[src/rtl/frog_game_ctrl.sv]
// Frog game controller: owns the frog position, detects collisions against
// every lane's car, tracks lives and produces the level that scales car speed.
module frog_game_ctrl #(
    parameter int NUM_LANES      = 4,
    parameter int FIRST_LANE_ROW = 2,
    parameter int GRID_W         = 20,
    parameter int GRID_H         = 15,
    parameter int START_X        = 10,
    parameter int START_Y        = 14,
    parameter int CAR_LEN        = 2,
    parameter int LIVES          = 3,
    parameter int MAX_LEVEL      = 31,
    parameter int HIT_CYCLES     = 8
) (
    input  logic                   i_Clk,
    input  logic                   i_Rst_n,
    input  logic                   i_up,
    input  logic                   i_down,
    input  logic                   i_left,
    input  logic                   i_right,
    input  logic                   i_start,
    input  logic [5*NUM_LANES-1:0] i_car_x,
    output logic [4:0]             o_frog_x,
    output logic [3:0]             o_frog_y,
    output logic [4:0]             o_level,
    output logic [1:0]             o_lives,
    output logic [1:0]             o_state,
    output logic                   o_hit,
    output logic                   o_win
);

    localparam int CNT_W = (HIT_CYCLES > 1) ? $clog2(HIT_CYCLES) : 1;

    localparam logic [4:0]       START_X_L   = 5'(START_X);
    localparam logic [3:0]       START_Y_L   = 4'(START_Y);
    localparam logic [1:0]       LIVES_L     = 2'(LIVES);
    localparam logic [4:0]       MAX_LEVEL_L = 5'(MAX_LEVEL);
    localparam logic [4:0]       X_MAX       = 5'(GRID_W - 1);
    localparam logic [3:0]       Y_MAX       = 4'(GRID_H - 1);
    localparam logic [CNT_W-1:0] HIT_LAST    = CNT_W'(HIT_CYCLES - 1);

    typedef enum logic [1:0] {
        ST_PLAY      = 2'd0,
        ST_HIT       = 2'd1,
        ST_GAME_OVER = 2'd2
    } state_t;

    state_t           state;
    logic [CNT_W-1:0] hit_cnt;
    logic             collide;

    // The state register is itself the registered state output
    assign o_state = state;

    // Collision: frog row matches a lane and frog column lies within that car (wrapping)
    always_comb begin
        collide = 1'b0;
        for (int unsigned k = 0; k < NUM_LANES; k++) begin
            for (int unsigned j = 0; j < CAR_LEN; j++) begin
                if ((int'(o_frog_y) == FIRST_LANE_ROW + int'(k)) &&
                    (int'(o_frog_x) == (int'(i_car_x[5*k +: 5]) + int'(j)) % GRID_W)) begin
                    collide = 1'b1;
                end
            end
        end
    end

    // Game FSM with registered frog position, level, lives and event pulses
    always_ff @(posedge i_Clk) begin
        if (!i_Rst_n) begin
            state    <= ST_PLAY;
            o_frog_x <= START_X_L;
            o_frog_y <= START_Y_L;
            o_level  <= 5'd1;
            o_lives  <= LIVES_L;
            o_hit    <= 1'b0;
            o_win    <= 1'b0;
            hit_cnt  <= '0;
        end else begin
            o_hit <= 1'b0;
            o_win <= 1'b0;
            case (state)
                ST_PLAY: begin
                    if (collide) begin
                        state   <= ST_HIT;
                        o_lives <= o_lives - 2'd1;
                        o_hit   <= 1'b1;
                        hit_cnt <= HIT_LAST;
                    end else if (o_frog_y == '0) begin
                        if (o_level < MAX_LEVEL_L) begin
                            o_level <= o_level + 5'd1;
                        end
                        o_frog_x <= START_X_L;
                        o_frog_y <= START_Y_L;
                        o_win    <= 1'b1;
                    end else if (i_up) begin
                        if (o_frog_y != '0) begin
                            o_frog_y <= o_frog_y - 4'd1;
                        end
                    end else if (i_down) begin
                        if (o_frog_y < Y_MAX) begin
                            o_frog_y <= o_frog_y + 4'd1;
                        end
                    end else if (i_left) begin
                        if (o_frog_x != '0) begin
                            o_frog_x <= o_frog_x - 5'd1;
                        end
                    end else if (i_right) begin
                        if (o_frog_x < X_MAX) begin
                            o_frog_x <= o_frog_x + 5'd1;
                        end
                    end
                end
                ST_HIT: begin
                    if (hit_cnt == '0) begin
                        if (o_lives == '0) begin
                            state <= ST_GAME_OVER;
                        end else begin
                            state    <= ST_PLAY;
                            o_frog_x <= START_X_L;
                            o_frog_y <= START_Y_L;
                        end
                    end else begin
                        hit_cnt <= hit_cnt - CNT_W'(1);
                    end
                end
                ST_GAME_OVER: begin
                    if (i_start) begin
                        state    <= ST_PLAY;
                        o_lives  <= LIVES_L;
                        o_level  <= 5'd1;
                        o_frog_x <= START_X_L;
                        o_frog_y <= START_Y_L;
                    end
                end
                default: begin
                    state <= ST_PLAY;
                end
            endcase
        end
    end

endmodule

[config.mk]
export PLATFORM = sky130hd
export DESIGN_NAME = frog_game_ctrl
export DESIGN_NICKNAME = d
export VERILOG_FILES = /design/src/rtl/frog_game_ctrl.sv
export SDC_FILE = /design/constraint.sdc
export NUM_CORES = 1
export LEC_CHECK = 0
export ABC_AREA = 1
export BUFFER_PORTS_ARGS = -buffer_cell sky130_fd_sc_hd__buf_2
export CAP_MARGIN = 30
export CORE_MARGIN = 5
export CORE_UTILIZATION = 50
export CTS_CLUSTER_DIAMETER = 40
export DETAILED_ROUTE_END_ITERATION = 8
export PLACE_DENSITY = 0.69
export SYNTH_ARGS = -nofsm -noshare
export SYNTH_HDL_FRONTEND = slang
export SYNTH_SLANG_ARGS = --single-unit
[constraint.sdc]
create_clock -name i_Clk -period 3.45 [get_ports i_Clk]
set_input_delay 0.69 -clock i_Clk [delete_from_list [all_inputs] [get_ports i_Clk]]
set_output_delay 0.69 -clock i_Clk [all_outputs]
set_load 0.02 [all_outputs]
==> impl_results.html, run 1 <==
<table>
<tr><th>Metric</th><th>Value</th></tr>
<tr><th colspan="2">Detailed routing</th></tr>
<tr><td>Remaining DRCs</td><td>0</td></tr>
<tr><td>Routed WL per cell</td><td>11.52 µm</td></tr>
<tr><td>Routed met3 length</td><td>301 µm</td></tr>
<tr><td>Routed metal-1 wirelength</td><td>4.147 mm</td></tr>
<tr><td>Vias</td><td>3743</td></tr>
<tr><td>Top layer in use</td><td>met4</td></tr>
<tr><td>DRT Wirelength</td><td>8.546 mm</td></tr>
<tr><td>Final antenna-violating net count</td><td>0</td></tr>
<tr><td>Via/cell ratio</td><td>5.044</td></tr>
<tr><td>Sum of met2 wire segment lengths after detailed routing</td><td>4.001 mm</td></tr>
<tr><td>Violation count after the first detailed-routing iteration</td><td>180</td></tr>
<tr><td>Pre-antenna DRT Iters</td><td>4</td></tr>
<tr><th colspan="2">Clocking</th></tr>
<tr><td>CTS tree</td><td>yes</td></tr>
<tr><td>Buffer levels on the longest clock path</td><td>2</td></tr>
<tr><td>Source-to-sink clock delay at the later pin of the worst-skew pair</td><td>0.26 ns</td></tr>
<tr><td>Number of sinks driven by the clock tree</td><td>23</td></tr>
<tr><td>Clock input transition at the sequential cells of the worst setup and hold paths</td><td>0.08 ns</td></tr>
<tr><td>Clock Root Buffer</td><td>clkbuf_8</td></tr>
<tr><td>Number of hold buffers added after cts</td><td>0</td></tr>
<tr><td>Number of levels the H-tree was split into</td><td>1</td></tr>
<tr><td>Cts bufs inserted</td><td>3</td></tr>
<tr><th colspan="2">Power and ir drop</th></tr>
<tr><td>Internal power</td><td>0.9251 mW</td></tr>
<tr><td>Static Leak</td><td>2.229 nW</td></tr>
<tr><td>Power spent charging and discharging nets</td><td>1.059 mW</td></tr>
<tr><td>VDD IR max</td><td>0.4113 mV</td></tr>
<tr><td>Sequential Power Share</td><td>23.5%</td></tr>
<tr><td>Combinational share of power</td><td>68.3%</td></tr>
<tr><td>Pwr dens</td><td>503.8 nW/µm²</td></tr>
<tr><td>Switching part of the total</td><td>53.36%</td></tr>
<tr><td>Part of the power in the clock network</td><td>8.2%</td></tr>
<tr><td>Total Power Consumption</td><td>1.984 mW</td></tr>
<tr><th colspan="2">Global route</th></tr>
<tr><td>Initial antenna violation count</td><td>0</td></tr>
<tr><td>Global Route Usage Sum</td><td>19.78%</td></tr>
<tr><td>GRT Residual Overflow</td><td>0</td></tr>
<tr><td>Wire length of the first global-routing pass</td><td>14.76 mm</td></tr>
<tr><td>Pin count of the biggest net entering global routing</td><td>20</td></tr>
<tr><td>Via count of the first global-routing pass</td><td>3517</td></tr>
<tr><th colspan="2">Floorplan</th></tr>
<tr><td>Initial Util</td><td>51.78%</td></tr>
<tr><td>Number of rows created at floorplan</td><td>30</td></tr>
<tr><td>Die Footprint</td><td>8857 µm²</td></tr>
<tr><td>Number of I/O pins</td><td>47</td></tr>
<tr><td>Placeable Area</td><td>6832 µm²</td></tr>
<tr><td>Die boundary height</td><td>94.11 µm</td></tr>
<tr><td>Width of the die</td><td>94.11 µm</td></tr>
<tr><th colspan="2">Run</th></tr>
<tr><td>Maxcap violations</td><td>0</td></tr>
<tr><th colspan="2">Outcome</th></tr>
<tr><td>Result of the run</td><td>finished, final reports clean</td></tr>
<tr><th colspan="2">Place</th></tr>
<tr><td>I/O Buffers</td><td>46</td></tr>
<tr><td>Placed Instances</td><td>738</td></tr>
<tr><td>Sum of net half-perimeters after detailed placement</td><td>6.811 mm</td></tr>
<tr><td>Final weighted congestion of routability-driven global placement</td><td>0.8421</td></tr>
<tr><td>Pre-CTS setup slack</td><td>-0.02638 ns</td></tr>
<tr><th colspan="2">Critical path</th></tr>
<tr><td>Endpoint arrival time on the critical path</td><td>3.35 ns</td></tr>
<tr><td>Critical setup path kind</td><td>input pin to flip-flop</td></tr>
<tr><td>Maximum single-stage delay on the critical path</td><td>0.26 ns</td></tr>
<tr><td>Depth of the worst register-to-register path</td><td>16</td></tr>
<tr><td>Largest fanout on the critical path</td><td>11</td></tr>
<tr><td>Most prevalent standard cell on the critical path</td><td>nand2_1</td></tr>
<tr><td>Kind of end point of the critical path</td><td>flip-flop</td></tr>
<tr><td>Worst EP required</td><td>3.65 ns</td></tr>
<tr><td>Worst R2R Setup Slack</td><td>1.05 ns</td></tr>
<tr><td>Buf+Inv Stages, Crit Path</td><td>3</td></tr>
<tr><td>Critical Path Start Type</td><td>input pin</td></tr>
<tr><td>Cell with the largest stage delay on the worst path</td><td>ha_1</td></tr>
<tr><td>End of the worst register-to-register path</td><td>o_frog_x[2]</td></tr>
<tr><td>Family of cells with the greatest summed delay on the critical path</td><td>simple AND/OR/NAND/NOR gates</td></tr>
<tr><td>Startpoint of the worst register-to-register path</td><td>o_frog_x[3]</td></tr>
<tr><th colspan="2">Synth</th></tr>
<tr><td>Most used flip-flop cell after synthesis</td><td>dfxtp_1</td></tr>
<tr><td>Synth area leader</td><td>nand2_1</td></tr>
<tr><td>Post-Synthesis Cell Area</td><td>3537 µm²</td></tr>
<tr><td>Synth Instances</td><td>600</td></tr>
<tr><td>Leading cell types by total area after synthesis</td><td>nand2_1, ha_1, dfxtp_1</td></tr>
<tr><td>Unique cell type count in the Yosys netlist</td><td>48</td></tr>
<tr><td>Count of flip-flops with a built-in enable after synthesis</td><td>0</td></tr>
<tr><td>Sequential area share after synthesis</td><td>13.02%</td></tr>
<tr><td>Flip-flop and latch count after synthesis</td><td>23</td></tr>
<tr><td>Mean instance size in the synthesized netlist</td><td>5.895 µm²</td></tr>
<tr><td>Fraction of post-synthesis cell area in the top cell type by area</td><td>18.78%</td></tr>
<tr><td>Number of warning messages in the yosys log</td><td>0</td></tr>
<tr><td>Share of synthesized registers carrying an async set or reset</td><td>0%</td></tr>
<tr><td>Post-Syn Nets</td><td>667</td></tr>
<tr><th colspan="2">Timing</th></tr>
<tr><td>Smallest setup slack after layout</td><td>0.2985 ns</td></tr>
<tr><td>Achievable Freq</td><td>317.3 MHz</td></tr>
<tr><td>Clock period minus worst slack</td><td>3.152 ns</td></tr>
<tr><td>Max Transition Viols Final</td><td>0</td></tr>
<tr><td>Final number of setup-violating endpoints</td><td>0</td></tr>
<tr><td>Hold violation count in the final report</td><td>0</td></tr>
<tr><td>Worst relative slew slack</td><td>59.99%</td></tr>
<tr><td>Unrepaired setup endpoints after global routing</td><td>false</td></tr>
<tr><td>Final Cycle Share</td><td>91.35%</td></tr>
<tr><td>Worst-margin pin slew</td><td>0.5980 ns</td></tr>
<tr><td>Worst hold-check slack</td><td>0.4842 ns</td></tr>
<tr><td>Final setup skew</td><td>0.003572 ns</td></tr>
<tr><th colspan="2">Layout</th></tr>
<tr><td>Signed area change from the synthesized netlist to the final layout</td><td>11.32%</td></tr>
<tr><td>Top library cells by usage in the layout, fill and taps aside</td><td>nand2_1, inv_1, nand3_1</td></tr>
<tr><td>Count of antenna diodes in the layout</td><td>0</td></tr>
<tr><td>Share of cells above drive strength 1</td><td>13.47%</td></tr>
<tr><td>Number of nets in the finished design</td><td>714</td></tr>
<tr><td>Leading cell type in the layout, fill and taps excluded</td><td>nand2_1</td></tr>
<tr><td>Count of placed standard cells in the final layout, fillers left out</td><td>742</td></tr>
<tr><th colspan="2">Min path</th></tr>
<tr><td>Source of the worst hold timing path</td><td>o_lives[1]</td></tr>
<tr><td>Type of the worst min-delay path</td><td>flip-flop to flip-flop</td></tr>
<tr><td>Worst Hold Endpoint</td><td>o_lives[1]</td></tr>
<tr><td>Number of stages on the worst hold path</td><td>2</td></tr>
</table>
worst register-to-register path, stage by stage, from the launching register on:
cell and delay (ns):
dfxtp_1 0.60, inv_1 0.35, nand2_1 0.15, nand2_1 0.07, inv_1 0.05, nand3_1 0.07
nand3_1 0.09, nor2_1 0.04, nand2_1 0.06, nand2_1 0.06, nand2_1 0.08, nand4_2 0.14
nand2_4 0.18, nand3_2 0.15, nand2_1 0.09, nand2_1 0.05, nor2_1 0.10
power by group through the flow:
stage	clock (mW)	combinational [mW]	sequential (mW)
floorplan	0	0.975	0.499
global placement	0	1.33	0.471
detailed placement	0	1.34	0.472
CTS	0.173	1.35	0.466
global route	0.184	1.58	0.481
finish	0.163	1.35	0.466
Yosys cell counts (2+ instances only):
library cell / count
ha_1: 38
o21ai_0: 22
xnor2_2: 2
nand4_1: 18
o2111ai_1: 2
nor2_4: 2
nor2_2: 4
a21oi_1: 13
nor2_1: 56
inv_1: 91
xnor2_1: 7
xor2_1: 11
buf_4: 3
nand3_1: 66
nor4_1: 2
nand2_2: 6
a31oi_1: 2
a211o_1: 2
nand2_1: 177
nor3b_1: 4
fa_1: 2
dfxtp_1: 23
a21o_1: 2
nor3_1: 9
o211ai_1: 2
clkbuf_1: 7
buf_6: 2
nand3_2: 5
kinds of logic after synthesis:
group / Yosys count / share of synthesized area (%)
flip-flops: 23 / 13.02
adder cells (fa/ha/maj): 40 / 14.57
multiplexers: 1 / 0.2830
AO/OA/AOI/OAI: 50 / 8.207
AND/OR/NAND/NOR: 359 / 46.41
XOR/XNOR: 20 / 5.377
buffers and inverters: 107 / 12.13
cell type report:
class / instances / area (µm²)
fillers: 700 / 2894
multi-input cells: 470 / 2658
flip-flops and latches: 23 / 460.4
inverters: 93 / 349.1
repair buffers: 56 / 305.3
well taps: 96 / 120.1
clock buffers: 4 / 45.04
registers in the layout (all words and copies together) (netlist names):
register / flops
hit_cnt: 3
o_frog_x: 5
o_frog_y: 4
o_hit: 1
o_level: 5
o_lives: 2
o_state: 2
o_win: 1
per-layer routing:
| metal | vias to the layer above | GRT usage (%) |
|---|---|---|
| met3 | 12 | 2.724 |
| met5 | - | 0 |
| met4 | 0 | 4.212 |
| met1 | 1635 | 25.51 |
| met2 | 71 | 34.83 |
| li1 | 2025 | - |
what timing repair did:
item                                   in CTS  in global routing
setup endpoints to repair                   0                  9
endpoints found under the hold margin       0                  0
buffers inserted                            0                  0
gates resized for setup                     0                  3
worst max path at each step:
stage / start / to / slack (ns) / depth (start not counted)
after floorplan: i_car_x[10] / o_lives[0] / 0.37 / 27
after global placement: i_car_x[11] / o_frog_x[2] / 0.09 / 26
after detailed placement: i_car_x[5] / o_frog_x[2] / -0.03 / 23
after CTS: i_car_x[5] / o_frog_x[2] / 0.25 / 23
after global routing: i_car_x[16] / o_frog_x[4] / 0.01 / 21
final: i_car_x[11] / o_frog_x[2] / 0.30 / 26
metrics by stage:
stage	setup TNS, ns	utilization, %	cell area (µm²)
5_1_grt	0	57.64	3938
3_5_place_dp	-0.04130	56.83	3882
2_1_floorplan	0	-	3537
4_1_cts	0	57.49	3928
6_report	0	57.64	3938
3_3_place_gp	0	56.83	3882
Note: power is estimated with default switching activity, not from simulation.
==> inputs of run 2 (changes only) <==
--- a/config.mk
+++ b/config.mk
@@ -8,6 +8,7 @@
 export ABC_AREA = 1
 export BUFFER_PORTS_ARGS = -buffer_cell sky130_fd_sc_hd__buf_2
 export CAP_MARGIN = 30
+export CORE_ASPECT_RATIO = 0.6
 export CORE_MARGIN = 5
 export CORE_UTILIZATION = 50
 export CTS_CLUSTER_DIAMETER = 40
==> impl_results.html, run 2 (synthesized netlist as in run 1, its figures left out) <==
<table>
<tr><th>Metric</th><th>Value</th></tr>
<tr><th colspan="2">Layout</th></tr>
<tr><td>Signed area change from the synthesized netlist to the final layout</td><td>13.94%</td></tr>
<tr><td>Storage element area</td><td>460.4 µm² (unchanged)</td></tr>
<tr><td>Number of nets in the finished design</td><td>719 (+0.70%)</td></tr>
<tr><td>Multi-input gate area</td><td>2698 µm² (+1.5%)</td></tr>
<tr><td>Leading cell type in the layout, fill and taps excluded</td><td>nand2_1</td></tr>
<tr><td>Post-Route Utilization</td><td>59.59% (+2.0 points)</td></tr>
<tr><td>Share of cells above drive strength 1</td><td>14.29% (+0.82 points)</td></tr>
<tr><td># fillers</td><td>662 (-5.4%)</td></tr>
<tr><td>Count of antenna diodes in the layout</td><td>0 (unchanged)</td></tr>
<tr><td>Top library cells by usage in the layout, fill and taps aside</td><td>nand2_1, inv_1, nand3_1</td></tr>
<tr><td>Registers with the most flip-flops</td><td>o_frog_x (5), o_level (5), o_frog_y (4)</td></tr>
<tr><th colspan="2">Clocking</th></tr>
<tr><td>Clock Root Buffer</td><td>clkbuf_16</td></tr>
<tr><td>Cts bufs inserted</td><td>3 (unchanged)</td></tr>
<tr><td>Source-to-sink clock delay at the later pin of the worst-skew pair</td><td>0.25 ns (about the same)</td></tr>
<tr><td>Clock input transition at the sequential cells of the worst setup and hold paths</td><td>0.06 ns (-0.02 ns)</td></tr>
<tr><td>CTS tree</td><td>yes</td></tr>
<tr><td>Number of sinks driven by the clock tree</td><td>23 (unchanged)</td></tr>
<tr><td>Buffer levels on the longest clock path</td><td>2 (unchanged)</td></tr>
<tr><td>Number of hold buffers added after cts</td><td>0 (unchanged)</td></tr>
<tr><td>Number of levels the H-tree was split into</td><td>1 (unchanged)</td></tr>
<tr><th colspan="2">Timing</th></tr>
<tr><td>Final total negative setup slack</td><td>0 ns (unchanged)</td></tr>
<tr><td>Worst relative slew slack</td><td>55.79% (-4.2 points)</td></tr>
<tr><td>Clock period minus worst slack</td><td>3.189 ns (+0.03747 ns)</td></tr>
<tr><td>Hold violation count in the final report</td><td>0 (unchanged)</td></tr>
<tr><td>Final setup skew</td><td>0.003745 ns (+0.0001729 ns)</td></tr>
<tr><td>Worst-margin pin slew</td><td>0.6607 ns (+0.06267 ns)</td></tr>
<tr><td>Max Transition Viols Final</td><td>0 (unchanged)</td></tr>
<tr><td>Final number of setup-violating endpoints</td><td>0 (unchanged)</td></tr>
<tr><td>Achievable Freq</td><td>313.6 MHz (-1.2%)</td></tr>
<tr><td>Final Cycle Share</td><td>92.43% (+1.1 points)</td></tr>
<tr><th colspan="2">Detailed routing</th></tr>
<tr><td>Pre-antenna DRT Iters</td><td>6 (+2)</td></tr>
<tr><td>Remaining DRCs</td><td>0 (unchanged)</td></tr>
<tr><td>Violation count after the first detailed-routing iteration</td><td>306 (+70%)</td></tr>
<tr><td>Routed WL per cell</td><td>12.28 µm (+6.6%)</td></tr>
<tr><td>DRT Wirelength</td><td>9.064 mm (+6.1%)</td></tr>
<tr><td>Final antenna-violating net count</td><td>0 (unchanged)</td></tr>
<tr><td>Vias</td><td>3871 (+3.4%)</td></tr>
<tr><td>Via/cell ratio</td><td>5.245 (+4.0%)</td></tr>
<tr><th colspan="2">Critical path</th></tr>
<tr><td>Worst path cell trace</td><td>buf_2 &gt; ha_1 &gt; nand2_1 &gt; inv_1 &gt; nand2_1 &gt; nand2_1 &gt; nand2_1 &gt; ha_1 &gt; o21ai_0 &gt; nand2_1 &gt; inv_1 &gt; nand2_1 &gt; nand2_1 &gt; nand2_1 &gt; nand2_1 &gt; nand3_1 &gt; o21bai_1 &gt; nand2_1 &gt; nand4_4 &gt; nand2_4 &gt; buf_4 &gt; nand4_1 &gt; nand2_1 &gt; nor2_1</td></tr>
<tr><td>Critical setup path kind</td><td>input pin to flip-flop</td></tr>
<tr><td>Worst R2R Setup Slack</td><td>0.96 ns (-0.09 ns)</td></tr>
<tr><td>Most prevalent standard cell on the critical path</td><td>nand2_1</td></tr>
<tr><td>Worst EP required</td><td>3.64 ns (about the same)</td></tr>
<tr><td>Startpoint of the worst register-to-register path</td><td>o_frog_x[3]</td></tr>
<tr><td>Maximum single-stage delay on the critical path</td><td>0.26 ns (about the same)</td></tr>
<tr><td>Largest fanout on the critical path</td><td>5 (-6)</td></tr>
<tr><td>End of the worst register-to-register path</td><td>o_frog_x[0]</td></tr>
<tr><td>Cell with the largest stage delay on the worst path</td><td>ha_1</td></tr>
<tr><td>Kind of end point of the critical path</td><td>flip-flop</td></tr>
<tr><td>Buf+Inv Stages, Crit Path</td><td>4 (+1)</td></tr>
<tr><td>Critical Path Start Type</td><td>input pin</td></tr>
<tr><td>Family of cells with the greatest summed delay on the critical path</td><td>simple AND/OR/NAND/NOR gates</td></tr>
<tr><td>Endpoint arrival time on the critical path</td><td>3.38 ns (+0.03 ns)</td></tr>
<tr><td>Depth of the worst register-to-register path</td><td>16 (unchanged)</td></tr>
<tr><th colspan="2">Run</th></tr>
<tr><td>Maxcap violations</td><td>0 (unchanged)</td></tr>
<tr><th colspan="2">Global route</th></tr>
<tr><td>GRT Residual Overflow</td><td>0 (unchanged)</td></tr>
<tr><td>Via count of the first global-routing pass</td><td>3344 (-4.9%)</td></tr>
<tr><td>Global Route Usage Sum</td><td>19.66% (-0.12 points)</td></tr>
<tr><td>Pin count of the biggest net entering global routing</td><td>20 (unchanged)</td></tr>
<tr><td>Initial antenna violation count</td><td>0 (unchanged)</td></tr>
<tr><td>Wire length of the first global-routing pass</td><td>14.90 mm (+0.98%)</td></tr>
<tr><th colspan="2">Power and ir drop</th></tr>
<tr><td>Static Leak</td><td>2.275 nW (+2.0%)</td></tr>
<tr><td>VDD IR max</td><td>0.4015 mV (-2.4%)</td></tr>
<tr><td>Pwr dens</td><td>530.3 nW/µm² (+5.3%)</td></tr>
<tr><td>Total Power Consumption</td><td>2.137 mW (+7.7%)</td></tr>
<tr><th colspan="2">Place</th></tr>
<tr><td>Sum of net half-perimeters after detailed placement</td><td>7.238 mm (+6.3%)</td></tr>
<tr><td>Final weighted congestion of routability-driven global placement</td><td>0.8647 (+2.7%)</td></tr>
<tr><td>I/O Buffers</td><td>46 (unchanged)</td></tr>
<tr><th colspan="2">Min path</th></tr>
<tr><td>Source of the worst hold timing path</td><td>hit_cnt[1]</td></tr>
<tr><td>Worst Hold Endpoint</td><td>hit_cnt[1]</td></tr>
<tr><td>Type of the worst min-delay path</td><td>flip-flop to flip-flop</td></tr>
<tr><td>Number of stages on the worst hold path</td><td>2 (unchanged)</td></tr>
<tr><th colspan="2">Floorplan</th></tr>
<tr><td>Width of the die</td><td>118.6 µm (+26%)</td></tr>
<tr><td>Number of rows created at floorplan</td><td>23 (-23%)</td></tr>
<tr><td>Initial Util</td><td>52.30% (+0.53 points)</td></tr>
<tr><td>Number of I/O pins</td><td>47 (unchanged)</td></tr>
<tr><td>Placeable Area</td><td>6763 µm² (-1.0%)</td></tr>
<tr><td>Die boundary height</td><td>75.15 µm (-20%)</td></tr>
<tr><td>Die Footprint</td><td>8912 µm² (+0.62%)</td></tr>
<tr><th colspan="2">Outcome</th></tr>
<tr><td>Result of the run</td><td>finished, final reports clean</td></tr>
</table>
==> run 2: layout make-up <==
| cell class | instances | share of cell area [%] |
|---|---|---|
| clock buffer | 4 | 1.956 |
| sequential | 23 | 11.43 |
| multi-input combinational | 471 | 66.94 |
| inverter | 93 | 8.662 |
| tap | 87 | 2.701 |
| timing repair buffer | 60 | 8.320 |
==> run 2: timing repair <==
item | CTS | global route
gates resized for setup | 0 | 10
setup endpoints to repair | 0 | 16
buffers inserted | 0 | 1
==> run 2: worst register-to-register path, cell delays in order (launching register included) <==
cell	delay [ns]
dfxtp_1	0.61
inv_1	0.37
nand2_1	0.15
nand2_1	0.07
inv_1	0.06
nand3_1	0.07
nand3_1	0.09
nor2_1	0.05
nand2_1	0.05
nand2_1	0.07
nand2_1	0.12
nand4_4	0.17
nand2_4	0.17
buf_4	0.13
nand4_1	0.08
nand2_1	0.09
nor2_1	0.04
==> run 2: how the worst max path moves through the flow <==
stage / startpoint / to / slack (ns) / cells past startpoint
2_1_floorplan: i_car_x[10] / o_lives[0] / 0.37 / 27
3_3_place_gp: i_car_x[0] / o_frog_x[2] / 0.07 / 24
3_5_place_dp: i_car_x[10] / o_frog_x[2] / -0.07 / 25
4_1_cts: i_car_x[10] / o_frog_x[2] / 0.19 / 25
5_1_grt: i_car_x[0] / o_frog_x[4] / -0.03 / 24
6_report: i_car_x[5] / o_frog_x[0] / 0.26 / 24
==> run 2: where the power goes <==
part	switching [mW]	internal [mW]	total [mW]
Combinational	0.900	0.513	1.41
Sequential	0.127	0.345	0.473
Clock	0.0932	0.158	0.251
Total	1.12	1.02	2.14
==> run 2: metrics by stage <==
stage | hold WS (ns) | area [µm²] | worst slack, ns | instances
after global routing | 0.5153 | 4030 | -0.02691 | 738
final | 0.4896 | 4030 | 0.2610 | 738
after floorplan | 0.4550 | 3537 | 0.3744 | 600
after detailed placement | 0.4788 | 3894 | -0.07468 | 732
after global placement | 0.4631 | 3894 | 0.06568 | 732
after CTS | 0.4920 | 3973 | 0.1873 | 736
==> run 2: layer usage <==
metal,track usage [%],up-vias,part of all wire (%)
li1,-,2037,-
met1,28.33,1702,51
met2,32.78,126,43
met3,2.703,6,6.0
met4,2.013,0,0.30
met5,0,-,0
==> inputs of run 3 (changes only) <==
--- a/config.mk
+++ b/config.mk
@@ -6,7 +6,7 @@
 export NUM_CORES = 1
 export LEC_CHECK = 0
 export ABC_AREA = 1
-export BUFFER_PORTS_ARGS = -buffer_cell sky130_fd_sc_hd__buf_2
+export BUFFER_PORTS_ARGS = -buffer_cell sky130_fd_sc_hd__buf_4
 export CAP_MARGIN = 30
 export CORE_ASPECT_RATIO = 0.6
 export CORE_MARGIN = 5
==> constraint.sdc (replaced) <==
create_clock -name i_Clk -period 3.45 [get_ports i_Clk]
set_input_delay 0.5175 -clock i_Clk [delete_from_list [all_inputs] [get_ports i_Clk]]
set_output_delay 0.5175 -clock i_Clk [all_outputs]
set_load 0.02 [all_outputs]
==> impl_results.html, run 3 (synthesized netlist as in run 1, its figures left out) <==
<table>
<tr><th>Metric</th><th>Value</th></tr>
<tr><th colspan="2">Outcome</th></tr>
<tr><td>Result of the run</td><td>finished, final reports clean</td></tr>
<tr><th colspan="2">Clocking</th></tr>
<tr><td>Buffer levels on the longest clock path</td><td>2 (unchanged)</td></tr>
<tr><td>Number of hold buffers added after cts</td><td>0 (unchanged)</td></tr>
<tr><td>Source-to-sink clock delay at the later pin of the worst-skew pair</td><td>0.26 ns (about the same)</td></tr>
<tr><td>Cts bufs inserted</td><td>3 (unchanged)</td></tr>
<tr><td>Clock Root Buffer</td><td>clkbuf_16</td></tr>
<tr><td>CTS tree</td><td>yes</td></tr>
<tr><td>Number of levels the H-tree was split into</td><td>1 (unchanged)</td></tr>
<tr><td>Clock input transition at the sequential cells of the worst setup and hold paths</td><td>0.06 ns (about the same)</td></tr>
<tr><td>Setup bufs post-CTS</td><td>0 (unchanged)</td></tr>
<tr><td>Number of sinks driven by the clock tree</td><td>23 (unchanged)</td></tr>
<tr><th colspan="2">Detailed routing</th></tr>
<tr><td>Routed WL per cell</td><td>12.31 µm (+0.24%)</td></tr>
<tr><td>DRT Wirelength</td><td>8.926 mm (-1.5%)</td></tr>
<tr><td>Vias</td><td>3801 (-1.8%)</td></tr>
<tr><td>Pre-antenna DRT Iters</td><td>7 (+1)</td></tr>
<tr><td>Violation count after the first detailed-routing iteration</td><td>225 (-26%)</td></tr>
<tr><td>Remaining DRCs</td><td>0 (unchanged)</td></tr>
<tr><td>Via/cell ratio</td><td>5.243 (about the same)</td></tr>
<tr><td>Final antenna-violating net count</td><td>0 (unchanged)</td></tr>
<tr><th colspan="2">Critical path</th></tr>
<tr><td>Depth of the worst register-to-register path</td><td>14 (-2)</td></tr>
<tr><td>Worst path cell trace</td><td>buf_4 &gt; ha_1 &gt; nand2_1 &gt; inv_1 &gt; nand2_1 &gt; nand2_1 &gt; inv_1 &gt; nand2_1 &gt; ha_1 &gt; o21ai_0 &gt; nand2_1 &gt; nor2_2 &gt; nand2_2 &gt; nand2_1 &gt; nand3_1 &gt; nand2_1 &gt; nor2_1 &gt; nand2_1 &gt; nand2_1 &gt; nand2_1 &gt; nand4_2 &gt; nor2_1 &gt; or2_1 &gt; a21oi_1</td></tr>
<tr><td>Last element of the critical path</td><td>o_state[1]</td></tr>
<tr><td>Endpoint arrival time on the critical path</td><td>3.28 ns (-0.10 ns)</td></tr>
<tr><td>Critical Path Start Type</td><td>input pin</td></tr>
<tr><td>Startpoint of the worst register-to-register path</td><td>o_frog_x[3]</td></tr>
<tr><td>Maximum single-stage delay on the critical path</td><td>0.30 ns (+0.04 ns)</td></tr>
<tr><td>Launching element of the worst setup path</td><td>i_car_x[10]</td></tr>
<tr><td>Family of cells with the greatest summed delay on the critical path</td><td>simple AND/OR/NAND/NOR gates</td></tr>
<tr><td>End of the worst register-to-register path</td><td>o_state[1]</td></tr>
<tr><td>Depth of the critical timing path with buffers and inverters included</td><td>24 (unchanged)</td></tr>
<tr><td>Cell with the largest stage delay on the worst path</td><td>nor2_1</td></tr>
<tr><td>Critical setup path kind</td><td>input pin to flip-flop</td></tr>
<tr><td>Largest fanout on the critical path</td><td>5 (unchanged)</td></tr>
<tr><td>Most prevalent standard cell on the critical path</td><td>nand2_1</td></tr>
<tr><td>Kind of end point of the critical path</td><td>flip-flop</td></tr>
<tr><td>Worst EP required</td><td>3.60 ns (-0.04 ns)</td></tr>
<tr><td>Worst R2R Setup Slack</td><td>1.06 ns (+0.10 ns)</td></tr>
<tr><td>Buf+Inv Stages, Crit Path</td><td>3 (-1)</td></tr>
<tr><th colspan="2">Timing</th></tr>
<tr><td>Worst relative slew slack</td><td>57.27% (+1.5 points)</td></tr>
<tr><td>Final Cycle Share</td><td>90.92% (-1.5 points)</td></tr>
<tr><td>Max Transition Viols Final</td><td>0 (unchanged)</td></tr>
<tr><td>Hold violation count in the final report</td><td>0 (unchanged)</td></tr>
<tr><td>Worst hold-check slack</td><td>0.4829 ns (-0.006736 ns)</td></tr>
<tr><td>Worst-margin pin slew</td><td>0.6386 ns (-0.02210 ns)</td></tr>
<tr><td>Final number of setup-violating endpoints</td><td>0 (unchanged)</td></tr>
<tr><td>Clock period minus worst slack</td><td>3.137 ns (-0.05216 ns)</td></tr>
<tr><td>Final setup skew</td><td>0.003403 ns (-0.0003416 ns)</td></tr>
<tr><td>Final total negative setup slack</td><td>0 ns (unchanged)</td></tr>
<tr><td>Achievable Freq</td><td>318.8 MHz (+1.7%)</td></tr>
<tr><td>Unrepaired setup endpoints after global routing</td><td>false</td></tr>
<tr><th colspan="2">Floorplan</th></tr>
<tr><td>Initial Util</td><td>52.30% (unchanged)</td></tr>
<tr><td>Width of the die</td><td>118.6 µm (unchanged)</td></tr>
<tr><td>Number of I/O pins</td><td>47 (unchanged)</td></tr>
<tr><td>Die boundary height</td><td>75.15 µm (unchanged)</td></tr>
<tr><td>Number of rows created at floorplan</td><td>23 (unchanged)</td></tr>
<tr><td>Die Footprint</td><td>8912 µm² (unchanged)</td></tr>
<tr><td>Placeable Area</td><td>6763 µm² (unchanged)</td></tr>
<tr><th colspan="2">Layout</th></tr>
<tr><td>Signed area change from the synthesized netlist to the final layout</td><td>13.51%</td></tr>
<tr><td>Share of cells above drive strength 1</td><td>12.07% (-2.2 points)</td></tr>
<tr><td>Number of nets in the finished design</td><td>706 (-1.8%)</td></tr>
<tr><td>Registers with the most flip-flops</td><td>o_frog_x (5), o_level (5), o_frog_y (4)</td></tr>
<tr><td># fillers</td><td>664 (+0.30%)</td></tr>
<tr><td>Finished layout cell area</td><td>4015 µm² (-0.37%)</td></tr>
<tr><td>Multi-input gate area</td><td>2658 µm² (-1.5%)</td></tr>
<tr><td>Leading cell type in the layout, fill and taps excluded</td><td>nand2_1</td></tr>
<tr><td>Top library cells by usage in the layout, fill and taps aside</td><td>nand2_1, inv_1, nand3_1</td></tr>
<tr><td>Count of antenna diodes in the layout</td><td>0 (unchanged)</td></tr>
<tr><td>Storage element area</td><td>460.4 µm² (unchanged)</td></tr>
<tr><th colspan="2">Global route</th></tr>
<tr><td>Most crowded layer after global routing</td><td>met2</td></tr>
<tr><td>Wire length of the first global-routing pass</td><td>15.46 mm (+3.7%)</td></tr>
<tr><td>Initial antenna violation count</td><td>0 (unchanged)</td></tr>
<tr><td>Global Route Usage Sum</td><td>20.41% (+0.75 points)</td></tr>
<tr><td>GRT met2 Usage</td><td>32.96% (+0.19 points)</td></tr>
<tr><td>Via count of the first global-routing pass</td><td>3476 (+3.9%)</td></tr>
<tr><td>Pin count of the biggest net entering global routing</td><td>20 (unchanged)</td></tr>
<tr><td>Met3 Use GR</td><td>3.228% (+0.53 points)</td></tr>
<tr><td>Routing usage on met1</td><td>29.59% (+1.3 points)</td></tr>
<tr><td>GRT Residual Overflow</td><td>0 (unchanged)</td></tr>
<tr><th colspan="2">Min path</th></tr>
<tr><td>Type of the worst min-delay path</td><td>flip-flop to flip-flop</td></tr>
<tr><th colspan="2">Power and ir drop</th></tr>
<tr><td>Static Leak</td><td>2.244 nW (-1.4%)</td></tr>
<tr><td>VDD IR max</td><td>0.4015 mV (about the same)</td></tr>
<tr><td>Pwr dens</td><td>533.9 nW/µm² (+0.68%)</td></tr>
<tr><th colspan="2">Place</th></tr>
<tr><td>Cell area after placement</td><td>3926 µm² (+0.84%)</td></tr>
<tr><td>Final weighted congestion of routability-driven global placement</td><td>0.9210 (+6.5%)</td></tr>
<tr><td>Sum of net half-perimeters after detailed placement</td><td>7.207 mm (-0.43%)</td></tr>
<tr><td>I/O Buffers</td><td>46 (unchanged)</td></tr>
<tr><th colspan="2">Run</th></tr>
<tr><td>Maxcap violations</td><td>0 (unchanged)</td></tr>
</table>
==> run 3: how the worst min path moves through the flow <==
| stage | endpoint | cells past startpoint | start |
|---|---|---|---|
| 4_1_cts | hit_cnt[1] | 2 | hit_cnt[1] |
| 3_5_place_dp | hit_cnt[1] | 2 | hit_cnt[1] |
| 5_1_grt | hit_cnt[1] | 2 | hit_cnt[1] |
| 2_1_floorplan | hit_cnt[1] | 2 | hit_cnt[1] |
| 3_3_place_gp | hit_cnt[2] | 2 | hit_cnt[2] |
| 6_report | hit_cnt[1] | 2 | hit_cnt[1] |
==> run 3: metal layers <==
layer,part of all wire [%],vias up,routed length (µm)
li1,-,1999,-
met1,53,1699,4749
met2,41,93,3671
met3,5.0,10,445
met4,0.67,0,60
met5,0,-,0
==> run 3: power by group <==
| group | switching (mW) | internal [mW] | leakage, nW |
|---|---|---|---|
| Clock | 0.0966 | 0.158 | 0.0382 |
| Combinational | 0.859 | 0.536 | 2.02 |
| Sequential | 0.148 | 0.345 | 0.189 |
==> run 3: cell type report <==
type | instances | share of cell area, %
Clock buffer | 4 | 1.963
Multi-Input combinational cell | 470 | 66.19
Tap cell | 87 | 2.711
Sequential cell | 23 | 11.47
Timing Repair Buffer | 48 | 8.975
Inverter | 93 | 8.694
==> run 3: stage by stage <==
step / worst slack [ns] / util [%] / power, mW / instances
floorplan: 0.5469 / - / 1.474 / 600
global placement: 0.2097 / 58.06 / 1.840 / 721
detailed placement: 0.06089 / 58.06 / 1.868 / 721
CTS: 0.3160 / 59.22 / 2.127 / 725
global route: 0.02863 / 59.37 / 2.389 / 725
finish: 0.3132 / 59.37 / 2.144 / 725
==> run 3: repair_timing <==
item,4_1_cts,5_1_grt
gates resized for setup,0,2
hold endpoints to repair,0,0
setup endpoints to repair,0,8
==> run 3: worst register-to-register path: stages, from the launching register on <==
cell     delay, ns
dfxtp_1       0.58
inv_1         0.37
nand2_1       0.15
nand2_1       0.07
inv_1         0.05
nand3_1       0.07
nand3_1       0.09
nor2_1        0.05
nand2_1       0.05
nand2_1       0.06
nand2_1       0.07
nand4_2       0.13
nor2_1        0.30
or2_1         0.17
a21oi_1       0.06
